===== src/rtl/nbit_piso_serializer.sv =====
// Parallel-in serial-out word serializer, LSB first, advancing one bit per
// shared-slot tick (global_counter == 15).
module nbit_piso_serializer #(
  parameter int N = 16
) (
  input  logic                     clk,
  input  logic                     rst,
  input  logic [4:0]               global_counter,
  input  logic                     load_valid,
  input  logic [N-1:0]             load_data,
  output logic                     load_ready,
  output logic                     serial_out,
  output logic                     serial_valid,
  output logic [$clog2(N+1)-1:0]   bits_sent,
  output logic                     word_done
);

  localparam int              BW   = $clog2(N+1);
  localparam logic [4:0]      TICK = 5'd15;
  localparam logic [BW-1:0]   LAST = BW'(N - 1);

  typedef enum logic {IDLE, SHIFT} state_t;

  state_t        state_q, state_d;
  logic [N-1:0]  shreg_q, shreg_d;
  logic [BW-1:0] bits_sent_q, bits_sent_d;
  logic          serial_valid_q, serial_valid_d;
  logic          load_ready_q, load_ready_d;
  logic          word_done_q, word_done_d;

  always_ff @(posedge clk or posedge rst) begin
    if (rst) begin
      state_q        <= IDLE;
      shreg_q        <= '0;
      bits_sent_q    <= '0;
      serial_valid_q <= 1'b0;
      load_ready_q   <= 1'b1;
      word_done_q    <= 1'b0;
    end else begin
      state_q        <= state_d;
      shreg_q        <= shreg_d;
      bits_sent_q    <= bits_sent_d;
      serial_valid_q <= serial_valid_d;
      load_ready_q   <= load_ready_d;
      word_done_q    <= word_done_d;
    end
  end

  // Bit 0 of the shift register is the serial line; it is cleared whenever
  // the block is idle so serial_out reads 0 there without a separate flop.
  always_comb begin
    state_d        = state_q;
    shreg_d        = shreg_q;
    bits_sent_d    = bits_sent_q;
    serial_valid_d = serial_valid_q;
    load_ready_d   = load_ready_q;
    word_done_d    = 1'b0;

    unique case (state_q)
      IDLE: begin
        bits_sent_d    = '0;
        serial_valid_d = 1'b0;
        load_ready_d   = 1'b1;
        if (load_valid) begin
          state_d        = SHIFT;
          shreg_d        = load_data;
          serial_valid_d = 1'b1;
          load_ready_d   = 1'b0;
        end
      end

      SHIFT: begin
        if (global_counter == TICK) begin
          shreg_d     = {1'b0, shreg_q[N-1:1]};
          bits_sent_d = bits_sent_q + BW'(1);
          // bits_sent shows N for the word_done cycle, then drops to 0.
          if (bits_sent_q == LAST) begin
            state_d        = IDLE;
            shreg_d        = '0;
            serial_valid_d = 1'b0;
            load_ready_d   = 1'b1;
            word_done_d    = 1'b1;
          end
        end
      end

      default: begin
        state_d = IDLE;
      end
    endcase
  end

  assign load_ready   = load_ready_q;
  assign serial_out   = shreg_q[0];
  assign serial_valid = serial_valid_q;
  assign bits_sent    = bits_sent_q;
  assign word_done    = word_done_q;

endmodule

===== config.mk =====
export PLATFORM = sky130hd
export DESIGN_NAME = nbit_piso_serializer
export DESIGN_NICKNAME = d
export VERILOG_FILES = /design/src/rtl/nbit_piso_serializer.sv
export SDC_FILE = /design/constraint.sdc
export NUM_CORES = 1
export LEC_CHECK = 0
export ABC_AREA = 1
export BUFFER_PORTS_ARGS = -buffer_cell sky130_fd_sc_hd__buf_2
export CAP_MARGIN = 10
export CELL_PAD_IN_SITES_DETAIL_PLACEMENT = 0
export CELL_PAD_IN_SITES_GLOBAL_PLACEMENT = 1
export CORE_ASPECT_RATIO = 0.75
export CORE_MARGIN = 5
export CORE_UTILIZATION = 34
export DETAILED_ROUTE_END_ITERATION = 10
export PLACE_DENSITY_LB_ADDON = 0.1
export SLEW_MARGIN = 20
export SYNTH_ARGS = -nofsm -noshare
export SYNTH_HDL_FRONTEND = slang
export SYNTH_SLANG_ARGS = --single-unit

===== constraint.sdc =====
create_clock -name clk -period 1.5 [get_ports clk]
set_input_delay 0.225 -clock clk [delete_from_list [all_inputs] [get_ports clk]]
set_output_delay 0.225 -clock clk [all_outputs]
set_load 0.05 [all_outputs]

==> metrics.md, run 1 <==
| Metric | Value |
|---|---|
| Status | finished clean |
| Crit path largest cell delay | ~0.42 ns |
| Final #Nets | 237 |
| F_max | 0.7336 GHz |
| Worst setup SP type | flip-flop |
| Placed Cells | 260 |
| Chip height | 65.65 um |
| Maxcap violations | 0 |
| Synth unique cells | 21 |
| Mapped Nets | between 200 and 250 |
| Worst Path Buf+Inv | 1 |
| Starting Density | 34.84% |
| Slew Limit Fails | 0 |
| WP data arrival | between 1.5 and 2 ns |
| First-pass GRT wire length | 5658 um |
| Layout Cells excl Fill | approximately 270 |
| Hold path start | load_data[15] |
| HP Class | in2reg |
| DRT Pass-1 Iters | 4 |
| GRT Overall Usage | 12.60% |
| R2R Path Start | bits_sent[0]$_DFFE_PP0P_ |
| Setup violators final | 0 |
| Core area | 0.004029 mm^2 |
| Cell area after placement | between 0.0015 and 0.002 mm^2 |
| Initial drt markers | 73 |
| WL per Instance | 12.29 um |
| Vias in the first global route | 1263 |
| Top Family by Delay on Critical Path | flip-flops |
| Place WS | 0.01740 ns |
| FP Rows | 20 |
| Final Hold Viols | 0 |
| Reg clk slew, reported paths | 0.09 ns |
| Post-synth EDFFs | 0 |
| I/O pins | 33 |
| P&R area growth vs syn | 18.54% |
| DP HPWL | 2277 um |
| Clk sink count | 25 |
| Initial antenna violation count | 0 |
| Clock Path Buffers | 2 |
| Max_slew headroom | 75.01% |
| Required @ worst endpoint | approximately 1.7 ns |
| Sum Neg Setup Slack | 0 ns |
| Mapped Cells | ~180 |
| Worst Path Max Fanout | 17 |
| Clock Latency Late Sink | 0.27 ns |
| CP startpoint | bits_sent[0]$_DFFE_PP0P_ |
| Largest net degree at the start of global routing | 21 |
| Yosys warns | 0 |
| Routability cong. | 0.7604 |
| Cell Area, Synth | 0.001404 mm^2 |
| Synth async-reset ratio | 100.0% |
| Worst slew pin tran | 0.3745 ns |
| Setup ws final | 0.1369 ns |
| Via/cell ratio | 4.740 |
| Detail Route Antenna Nets | 0 |
| Die W | between 80 and 90 um |
| Flops & latches, synth | 25 |
| Final worst path period need | ~1.4 ns |
| H-tree depth | 1 |
| Diode count | 0 |
| GRT overflow | 0 |
| Peak supply drop | 0.0003900 V |
| Power Total | 1.397 mW |
| IO Port Bufs | 32 |
| Synth area leaders | dfrtp_1 (43%), nand2_1 (20%), nand3_1 (14%) |
| DR vias | 1256 |
| CTS tree | done |
| Synth Area per Inst | 7.931 um^2 |
| Area leader, netlist | dfrtp_1 |
| Total die area | 0.005527 mm^2 |
| Area share of the largest cell type after synthesis | 42.78% |
| Share of layout cells above drive strength 1 | about a third |
| Final instance area | 0.001664 mm^2 |
| Post-route DRC | 0 |
| CTS Buf Count | 3 |
| RSZ-0062 raised after global routing | false |
| Wirelength, routed | about 3300 um |
| CP Cell Sequence | ha_2 > nand2_1 > nor2_1 > ha_2 > inv_6 > nand3_1 > nand2_1 > nand2_1 > nand2_1 |
| Skew final | roughly 0.0019 ns |
| Final Core Density | 41.30% |
| Root Driver | clkbuf_8 |
| Critical Path Slowest Stage Cell | dfrtp_2 |
| Synth Flop Type | dfrtp_1 |
| CP most frequent cell | nand2_1 |
| Pwr/cell area | 839.7 mW/mm^2 |
| Fill cells | 421 |
| Final period util | 90.87% |
| Setup Fix Bufs, Post-CTS | 0 |
| Crit. End Element | flip-flop |
| Leakage power | 0.9349 nW |
| WS Path Type | reg2reg |
| Hold_ws | 0.1936 ns |
| Register area share after synthesis | 44.65% |
path summary, 6_finish.rpt:
check | depth (start not counted) | slack, ns | end
max | 9 | 0.14 | shreg_q[11]$_DFFE_PP0P_
min | 3 | 0.19 | shreg_q[15]$_DFFE_PP0P_
min in group asynchronous | 3 | 0.46 | serial_valid$_DFFE_PP0P_
max reg2reg | 9 | 0.14 | shreg_q[11]$_DFFE_PP0P_
max in group asynchronous | 4 | 0.58 | shreg_q[11]$_DFFE_PP0P_
min reg2reg | 2 | 0.49 | load_ready$_DFFE_PP1P_
layer usage:
metal  wire, um  part of all wire, %  global-route usage, %  up-vias
met5          0                    0                      0        -
met4         13                 0.40                  2.008        0
met3        204                  6.3                  4.135        2
met2       1580                   48                  22.05       29
met1       1459                   45                  15.46      586
li1           -                    -                      -      639
timing repair:
| item | in CTS | in global routing |
|---|---|---|
| hold buffers | 1 | 0 |
| endpoints found under the setup margin | 0 | 17 |
| hold endpoints to repair | 7 | 0 |
| gates resized for setup | 0 | 3 |
final cells by class:
cell class / instances / area, um^2 / share of cell area (%)
multi-input combinational: 136 / 673.1 / 40.45
timing repair buffer: 38 / 207.7 / 12.48
clock inverter: 1 / 7.507 / 0.4511
sequential: 25 / 629.4 / 37.82
inverter: 7 / 36.28 / 2.180
clock buffer: 3 / 41.29 / 2.481
tap: 55 / 68.82 / 4.135
worst register-to-register path: stages (launching register included):
cell	delay (ns)
dfrtp_2	0.42
ha_2	0.18
nand2_1	0.08
nor2_1	0.05
ha_2	0.19
inv_6	0.13
nand3_1	0.09
nand2_1	0.07
nand2_1	0.05
nand2_1	0.06
cells in the final DEF (no fill, tap or decap), types with 3 or more instances in the layout:
cell type / instances
nand2_1: 73
nand3_1: 38
buf_2: 32
dfrtp_1: 22
nand2_2: 7
inv_1: 5
buf_4: 5
nor2_2: 4
nand4_1: 3
clkbuf_8: 3
synth_stat cells (3+ instances only):
cell     instances
nand2_1         73
nor2_2           4
inv_1            5
buf_2            5
dfrtp_1         24
nand4_1          3
nand2_2          7
nand3_1         38
kinds of logic (layout without fill, tap and decap cells):
kind of cell / after synthesis / count (layout) / synth area share [%]
compound gates: 2 / 2 / 1.248
simple gates: 132 / 132 / 44.56
buf+inv: 16 / 49 / 7.754
fa+ha+maj: 2 / 2 / 1.782
flops: 25 / 25 / 44.65
flip-flops by register name (all words and copies together), names as in the netlist:
signal,count
state_q,1
bits_sent,5
word_done,1
load_ready,1
shreg_q,16
serial_valid,1
report_power, final:
group          switching, mW  internal [mW]  leakage, nW
Clock                  0.232          0.189       0.0217
Sequential            0.0175          0.699        0.335
Combinational          0.168         0.0924        0.578
(Power assumes the default switching activity.)
==> run 2: changes to the inputs <==
--- a/config.mk
+++ b/config.mk
@@ -15,6 +15,7 @@
 export CORE_UTILIZATION = 34
 export DETAILED_ROUTE_END_ITERATION = 10
 export PLACE_DENSITY_LB_ADDON = 0.1
+export REMOVE_ABC_BUFFERS = 1
 export SLEW_MARGIN = 20
 export SYNTH_ARGS = -nofsm -noshare
 export SYNTH_HDL_FRONTEND = slang
==> run 2 against run 1 <==
Compared with the run above:
- sequential share of layout area down 1.8 points
- final cell count is 1.1% higher
- worst setup slack worse by 0.084 ns
- non-clock buffer count is 1 higher
- first-iteration DRC count shrank 14%
- critical path type unchanged
- critical endpoint is now serial_valid$_DFFE_PP0P_
- largest cell class unchanged
==> metrics.md, run 2 (synthesis gave the netlist of run 1 again) <==
| Metric | Value |
|---|---|
| DP HPWL | 2194 um |
| Clock power share | 29.7% |
| Max_slew headroom | 70.32% |
| DRT Pass-1 Iters | 4 |
| H-tree depth | 1 |
| Sum Neg Setup Slack | 0 ns |
| Root Driver | clkbuf_8 |
| Pwr/cell area | 810.1 mW/mm^2 |
| IO Port Bufs | 32 |
| Skew final | between 0.01 and 0.015 ns |
| Fill cells | roughly 420 |
| Crit. End Element | flip-flop |
| Worst setup SP type | flip-flop |
| RSZ-0062 raised after global routing | true |
| Number of flip-flops in the largest register | 16 |
| WL per Instance | 12.94 um |
| Internal power | 0.9868 mW |
| Final worst path period need | 1.447 ns |
| Most common cell after layout, fill and taps aside | nand2_1 |
| Hold_ws | 0.1927 ns |
| Switch share | between 30% and 40% |
| Largest net degree at the start of global routing | 22 |
| Reg clk slew, reported paths | 0.10 ns |
| Maxcap violations | 0 |
| Worst Path Max Fanout | 4 |
| Final #Nets | 240 |
| Clock Path Buffers | 2 |
| Slew Limit Fails | 0 |
| FP Rows | 20 |
| Crit path largest cell delay | roughly 0.38 ns |
| Placed Cells | 259 |
| WP data arrival | 1.62 ns |
| Hold path depth | 3 |
| Post-route DRC | 0 |
| HP Class | in2reg |
| Routability cong. | ~0.75 |
| WS Path Type | reg2reg |
| GRT overflow | 0 |
| Layout Cells excl Fill | 268 |
| Share of layout cells above drive strength 1 | 34.74% |
| Clock Latency Late Sink | ~0.28 ns |
| Wirelength, routed | 3467 um |
| Logic pwr share | slightly below 20% |
| Worst slew pin tran | 0.4447 ns |
| P&R area growth vs syn | 24.06% |
| Required @ worst endpoint | roughly 1.7 ns |
| Top reg by flops | shreg_q |
| Final period util | 96.47% |
| Die W | 84.20 um |
| CP Cell Sequence | ha_2 > nand2_2 > nor2_4 > ha_4 > buf_4 > nand2_1 > nand3_1 > nand2_1 |
| Sequential Power Share | 50.8% |
| Chip height | ~66 um |
| Final Hold Viols | 0 |
| Core area | around 0.0040 mm^2 |
| F_max | 0.6911 GHz |
| Via/cell ratio | 4.616 |
| Detail Route Antenna Nets | 0 |
| Peak supply drop | 0.0004862 V |
| Setup violators final | 0 |
| Clk sink count | 25 |
| Total die area | 0.005527 mm^2 |
| DR vias | approximately 1200 |
| Vias in the first global route | 1171 |
| Diode count | 0 |
| Leakage power | 0.9559 nW |
| CP most frequent cell | nand2_1 |
| First-pass GRT wire length | 5540 um |
| CTS tree | done |
| Switching power | 0.4241 mW |
| Starting Density | approximately a third |
| Critical Path Slowest Stage Cell | dfrtp_1 |
| I/O pins | 33 |
| Initial drt markers | 63 |
| Worst R2R Path Depth | 8 |
| CTS Buf Count | 3 |
| Commonest cells after routing, fill and taps aside | nand2_1 (72), nand3_1 (33), buf_2 (32), dfrtp_1 (24), nand2_2 (8) |
| Initial antenna violation count | 0 |
| Status | finished clean |
| GRT Overall Usage | 12.60% |
## run 2: power groups by stage
stage	Combinational (mW)	Sequential [mW]	Clock, mW
final	0.276	0.717	0.418
after detailed placement	0.264	0.726	0
after global placement	0.262	0.726	0
after CTS	0.267	0.714	0.431
after floorplan	0.0656	0.815	0
after global routing	0.299	0.719	0.461
## run 2: final cells by class
type                            instances  area (um^2)  area share (%)
Timing Repair inverter                  2        12.51          0.7184
Tap cell                               55        68.82           3.951
Inverter                                7        38.79           2.227
Sequential cell                        25        626.9           35.99
Clock inverter                          1        7.507          0.4310
Multi-Input combinational cell        136        718.2           41.24
Timing Repair Buffer                   39        227.7           13.07
Clock buffer                            3        41.29           2.371
## run 2: final timing paths
check	slack, ns	startpoint	end
min in group asynchronous	0.48	rst	bits_sent[4]$_DFFE_PP0P_
worst max-delay path	0.05	bits_sent[0]$_DFFE_PP0P_	serial_valid$_DFFE_PP0P_
worst max register to register	0.05	bits_sent[0]$_DFFE_PP0P_	serial_valid$_DFFE_PP0P_
max in group asynchronous	0.57	rst	shreg_q[4]$_DFFE_PP0P_
worst min-delay path	0.19	load_data[15]	shreg_q[15]$_DFFE_PP0P_
worst min register to register	0.50	load_ready$_DFFE_PP1P_	load_ready$_DFFE_PP1P_
## run 2: critical path: cells and delay by family, from the launching register on
| family | cells | cell delay (ns) |
|---|---|---|
| and+or+nand+nor | 5 | 0.43 |
| adders and majority gates | 2 | 0.42 |
| DFF | 1 | 0.38 |
| buffers and inverters | 1 | 0.13 |
## run 2: per-stage QoR
step                power (mW)  util (%)  worst slack, ns  cell area [um^2]
finish                   1.411     43.23          0.05301              1742
global placement        0.9885     39.66          0.02118              1598
CTS                      1.412     41.18          0.02281              1659
detailed placement      0.9903     39.66        -0.004410              1598
floorplan               0.8806         -          -0.2191              1326
global route             1.480     43.23         -0.03443              1742
## run 2: timing repair
item | 4_1_cts | 5_1_grt
buffers inserted | 0 | 2
hold buffers | 1 | 0
pin swaps | 0 | 3
setup endpoints to repair | 15 | 16
gates resized for setup | 1 | 15
hold endpoints to repair | 8 | 0
cloned | 0 | 2
## run 2: layer usage
layer / global-route usage (%) / routed length, um / vias up
li1: - / - / 641
met1: 16.36 / 1671 / 561
met2: 20.37 / 1580 / 31
met3: 3.885 / 188 / 4
met4: 3.414 / 26 / 0
met5: 0 / 0 / -
